`config.mk`:
```
export PLATFORM = sky130hd
export DESIGN_NAME = fp32_mac_sequencer
export DESIGN_NICKNAME = d
export VERILOG_FILES = /design/src/rtl/fp32_mac_sequencer.sv
export SDC_FILE = /design/constraint.sdc
export NUM_CORES = 1
export LEC_CHECK = 0
export ABC_AREA = 1
export CAP_MARGIN = 20
export CORE_UTILIZATION = 40
export CTS_BUF_LIST = sky130_fd_sc_hd__clkbuf_4
export DETAILED_ROUTE_END_ITERATION = 10
export PLACE_DENSITY = 0.79
export SLEW_MARGIN = 10
export SYNTH_ARGS = -nofsm -noshare
export SYNTH_HDL_FRONTEND = slang
export SYNTH_SLANG_ARGS = --single-unit
```
`constraint.sdc`:
```
create_clock -name CLK_I -period 1.6 [get_ports CLK_I]
set_input_delay 0.32 -clock CLK_I [delete_from_list [all_inputs] [get_ports CLK_I]]
set_output_delay 0.32 -clock CLK_I [all_outputs]
set_load 0.05 [all_outputs]
```
`src/rtl/fp32_mac_sequencer.sv`:
```
// rtl/fp32_mac_sequencer.sv - frame capture, MAC issue/watchdog and TX hand-off for fp32_rx_mac_tx
module fp32_mac_sequencer #(
    parameter int          MAC_TIMEOUT = 1024,
    parameter int          CNT_W       = 16,
    parameter logic [31:0] ERR_PATTERN = 32'h7FC00000
) (
    input  logic             CLK_I,
    input  logic             RSTL_I,
    input  logic             RX_VALID_I,
    input  logic [95:0]      RX_DATA_I,
    output logic             RX_READY_O,
    output logic             MAC_START_O,
    output logic [31:0]      MAC_A_O,
    output logic [31:0]      MAC_B_O,
    output logic [31:0]      MAC_C_O,
    input  logic             MAC_DONE_I,
    input  logic [31:0]      MAC_RESULT_I,
    output logic             TX_VALID_O,
    output logic [31:0]      TX_DATA_O,
    input  logic             TX_READY_I,
    output logic             BUSY_O,
    output logic             ERR_TIMEOUT_O,
    output logic [CNT_W-1:0] FRAME_CNT_O
);

    localparam int               TMR_W    = $clog2(MAC_TIMEOUT) + 1;
    localparam logic [TMR_W-1:0] TMR_LAST = TMR_W'(MAC_TIMEOUT - 1);

    typedef enum logic [1:0] {
        ST_IDLE     = 2'd0,
        ST_ISSUE    = 2'd1,
        ST_MAC_WAIT = 2'd2,
        ST_SEND     = 2'd3
    } state_t;

    state_t           state;
    state_t           state_nxt;
    logic             seen;
    logic [TMR_W-1:0] timer;
    logic             accept;
    logic             take_result;
    logic             take_timeout;
    logic             tx_fire;

    always_ff @(posedge CLK_I or negedge RSTL_I) begin
        if (!RSTL_I) begin
            state <= ST_IDLE;
        end else begin
            state <= state_nxt;
        end
    end

    always_comb begin
        state_nxt    = state;
        accept       = 1'b0;
        take_result  = 1'b0;
        take_timeout = 1'b0;
        tx_fire      = 1'b0;
        RX_READY_O   = 1'b0;
        MAC_START_O  = 1'b0;
        TX_VALID_O   = 1'b0;
        BUSY_O       = 1'b1;
        case (state)
            ST_IDLE: begin
                RX_READY_O = 1'b1;
                BUSY_O     = 1'b0;
                if (RX_VALID_I && !seen) begin
                    accept    = 1'b1;
                    state_nxt = ST_ISSUE;
                end
            end
            ST_ISSUE: begin
                MAC_START_O = 1'b1;
                state_nxt   = ST_MAC_WAIT;
            end
            ST_MAC_WAIT: begin
                // A done arriving on the last watchdog cycle still counts as a result.
                if (MAC_DONE_I) begin
                    take_result = 1'b1;
                    state_nxt   = ST_SEND;
                end else if (timer == TMR_LAST) begin
                    take_timeout = 1'b1;
                    state_nxt    = ST_SEND;
                end
            end
            ST_SEND: begin
                TX_VALID_O = 1'b1;
                if (TX_READY_I) begin
                    tx_fire   = 1'b1;
                    state_nxt = ST_IDLE;
                end
            end
            default: begin
                state_nxt = ST_IDLE;
            end
        endcase
    end

    // seen blocks a level-held valid from re-triggering; only a low valid re-arms it.
    always_ff @(posedge CLK_I or negedge RSTL_I) begin
        if (!RSTL_I) begin
            seen <= 1'b0;
        end else if (!RX_VALID_I) begin
            seen <= 1'b0;
        end else if (accept) begin
            seen <= 1'b1;
        end
    end

    always_ff @(posedge CLK_I or negedge RSTL_I) begin
        if (!RSTL_I) begin
            MAC_A_O <= 32'd0;
            MAC_B_O <= 32'd0;
            MAC_C_O <= 32'd0;
        end else if (accept) begin
            MAC_A_O <= RX_DATA_I[31:0];
            MAC_B_O <= RX_DATA_I[63:32];
            MAC_C_O <= RX_DATA_I[95:64];
        end
    end

    always_ff @(posedge CLK_I or negedge RSTL_I) begin
        if (!RSTL_I) begin
            timer <= '0;
        end else if (state == ST_ISSUE) begin
            timer <= '0;
        end else if (state == ST_MAC_WAIT) begin
            timer <= timer + 1'b1;
        end
    end

    always_ff @(posedge CLK_I or negedge RSTL_I) begin
        if (!RSTL_I) begin
            TX_DATA_O     <= 32'd0;
            ERR_TIMEOUT_O <= 1'b0;
        end else if (take_result) begin
            TX_DATA_O <= MAC_RESULT_I;
        end else if (take_timeout) begin
            TX_DATA_O     <= ERR_PATTERN;
            ERR_TIMEOUT_O <= 1'b1;
        end
    end

    always_ff @(posedge CLK_I or negedge RSTL_I) begin
        if (!RSTL_I) begin
            FRAME_CNT_O <= '0;
        end else if (tx_fire) begin
            FRAME_CNT_O <= FRAME_CNT_O + 1'b1;
        end
    end

endmodule
```
==> impl_metrics.csv <==
group,metric,value,unit
worst_setup_path,crit_top_cell,"buf_6",
floorplan,rows,46,
route,post_drt_wl_per_cell,18.0,um
finish,n_antenna_cell,0,
worst_setup_path,slowest_delay,0.44,ns
synth,synthCells,556,
worst_setup_path,r2r_setup_slack,-0.23,ns
worst_setup_path,cp.arrival,1.55,ns
global_route,grt_start_max_net_pins,41,
route,vias,5476,
synth,dominantRegCellSynth,"dfrtp_1",
sta,setup-violations-final,132,
synth,syn_avg_cell_area,12.0,sq um
sta,setup_slack,-0.267,ns
sta,clock.fmax,0.536,GHz
finish,postLayoutCellArea,0.0112,sq mm
synth,yosys_warnings,0,
global_route,antenna_found_initial,0,
synth,synth_compound_area_frac,0.0175,
floorplan,die_w,131,um
route,maxUsedRoutingLayer,"met4",
route,wl_met3,1.67,mm
sta,tightest_slew,0.511,ns
worst_setup_path,endpoint_kind,"output pin",
route,vias_per_cell,4.85,
worst_setup_path,cp_max_fo,2,
place,place_area,0.00987,sq mm
cts,cts_tree,"built",
global_route,grt_usage,0.209,
floorplan,core_area,0.0161,sq mm
synth,yosys.area_share.adder,0.0113,
sta,max_slew_margin,0.657,
worst_setup_path,cp_slowest_cell,"dfrtp_1",
synth,synth-xor-area-share,0.0105,
route,wl,20.3,mm
route,ant_nets,0,
sta,finalMaxSlewViolations,0,
power,leakagePower,5.51,nW
finish,area_growth,68.9,%
route,drtIter0Drc,189,
cts,clock-root-buffer,"clkbuf_4",
cts,htreeDepth,4,
synth,synth.distinct_cells,32,
synth,yosysSeqAreaShare,0.598,
worst_setup_path,crit_type,"flop to output pin",
worst_setup_path,crit_buf_inv,3,
outcome,status,"complete, but fails checks",
sta,finalHoldViolCount,0,
floorplan,die_area,0.0171,sq mm
synth,syn-cell-area,0.00665,sq mm
outcome,violations,"setup timing",
worst_setup_path,worstPathCellList,"buf_6, ha_4, buf_6, buf_12",
sta,rsz0062_at_grt,"true",
synth,synth_simple_gate_area_frac,0.139,
synth,synth_top_family_by_area,"multiplexers",
route,drcViolationCount,0,
power,pwr_density_cell,2250,mW/mm^2
synth,ys_ff_latch,159,
finish,nNetsFinal,1040,
route,wl_met1,7.80,mm
route,wl_met2,10.5,mm
global_route,gr-total-overflow,0,
global_route,grt_pass1_wl,26.7,mm
floorplan,die_h,131,um
cts,cts_buffers,17,
finish,drive_gt1_frac,0.463,
synth,synthArstFlopShare,1.00,
worst_setup_path,cp_data_required_time,1.28,ns
run,cap_violations,0,
synth,muxShareOfSynthArea,0.185,
place,place_congestion,0.817,
synth,synth_edf_count,0,
worst_setup_path,start_kind,"flop",
floorplan,num_io_pins,282,
synth,synth_fp_nets,695,
power,ir_drop,1.29,mV
place,detailed_place_hpwl,13.0,mm
sta,fin_skew,0.0183,ns
worst_setup_path,crit_family,"flip-flops",
place,portBuffers,281,
sta,timing.final.crit_period,1.87,ns
sta,period_share,1.17,
worst_hold_path,min_path_type,"primary input to asynchronous set/reset pin",
cts,clkLatencyLatePin,0.57,ns
cts,clkTransAtPathRegs,0.15,ns
global_route,grt_pass1_vias,5155,
sta,fin_tns_setup,-19.50,ns
floorplan,start_util,0.414,
route,firstDrtPassIters,4,
cts,cts_sinks,159,
cts,clockBufferDepth,2,
cells in the mapped netlist, types with 5 or more instances:
master / n / area share
a21oi_1: 7 / 0.0053
buf_2: 11 / 0.0083
dfrtp_1: 159 / 0.60
ha_1: 6 / 0.011
inv_1: 34 / 0.019
mux2_2: 56 / 0.095
mux2_4: 40 / 0.090
nand2_1: 116 / 0.065
nand3_1: 39 / 0.029
nand4_1: 5 / 0.0047
nor2_1: 29 / 0.016
nor3_1: 6 / 0.0045
o21ai_0: 11 / 0.0083
metrics by stage:
step	utilization	std cells	worst slack, ns	power (mW)	hold slack [ns]
detailed placement	0.615	1061	-0.190	21.0	0.276
CTS	0.648	1103	-0.301	23.9	0.203
global route	0.699	1129	-0.339	26.4	0.226
global placement	0.615	1061	-0.145	20.7	0.278
finish	0.699	1129	-0.267	25.3	0.217
floorplan	-	556	-0.0420	16.1	0.0244
routing by layer:
| metal | global-route usage | up-vias |
|---|---|---|
| met5 | 0 | - |
| met4 | 0.0717 | 0 |
| met3 | 0.0770 | 29 |
| met2 | 0.359 | 219 |
| met1 | 0.239 | 2682 |
| li1 | - | 2546 |
flip-flops by register name (all words and copies together), names as in the netlist:
signal,flops
MAC_C_O,32
FRAME_CNT_O,16
TX_DATA_O,32
MAC_B_O,32
MAC_A_O,32
state,2
ERR_TIMEOUT_O,1
timer,11
seen,1
area by class of cell:
cell class	count	area, sq um
Timing Repair Buffer	344	3640
Tap cell	216	270
Multi-Input combinational cell	344	2910
Inverter	35	136
Clock buffer	17	128
Clock inverter	14	156
Fill cell	1071	4830
Sequential cell	159	3990
cell families (layout without fill, tap and decap cells):
kind of cell               after synthesis  after routing
adders and majority gates                6              6
AOI/OAI and AO/OA                       22             22
DFF                                    159            159
buffers and inverters                   55            410
muxes                                   96             96
xor gates and xnor gates                 8              8
and+or+nand+nor                        210            212
cell usage in the layout, fill, tap and decap left out, types with 4 or more instances in the layout:
cell type,instances
clkbuf_16,8
nand3_4,4
o21ai_0,4
dfrtp_1,149
nand3_1,9
or2_2,4
dfrtp_2,10
nand2_1,109
xnor2_1,4
mux2_2,15
nand4_1,5
buf_16,4
mux2_4,81
a21oi_1,6
buf_4,146
nor2_2,7
o21ai_2,4
nand2_2,5
nor2_4,6
inv_1,30
buf_12,33
buf_8,4
nor2_1,20
xor2_1,4
clkdlybuf4s50_1,131
buf_6,17
clkinvlp_4,4
clkbuf_4,17
inv_6,6
nand3_2,29
o21ai_1,4
nor3_1,6
ha_4,4
power breakdown:
part | switching [mW] | internal [mW]
Clock | 1.54 | 0.944
Combinational | 9.31 | 6.43
Sequential | 1.30 | 5.79
final timing paths:
| path | from | to | depth (start not counted) |
|---|---|---|---|
| worst min-delay path | RSTL_I | MAC_A_O[17] | 2 |
| max in group asynchronous | RSTL_I | FRAME_CNT_O[1] | 3 |
| worst max register to register | state[0] | MAC_B_O[16] | 8 |
| worst max-delay path | state[1] | TX_VALID_O | 4 |
| min in group CLK_I | MAC_RESULT_I[6] | TX_DATA_O[6] | 3 |
| worst min register to register | ERR_TIMEOUT_O | ERR_TIMEOUT_O | 2 |
repair_timing:
item                                    in CTS  in global routing
buffers inserted                             8                 16
cloned                                       5                 11
hold endpoints to repair                    82                  0
resized for setup                           23                134
pin swaps                                    6                 26
endpoints found under the setup margin      11                151
hold buffers                                 1                  0
(Power assumes the default switching activity.)
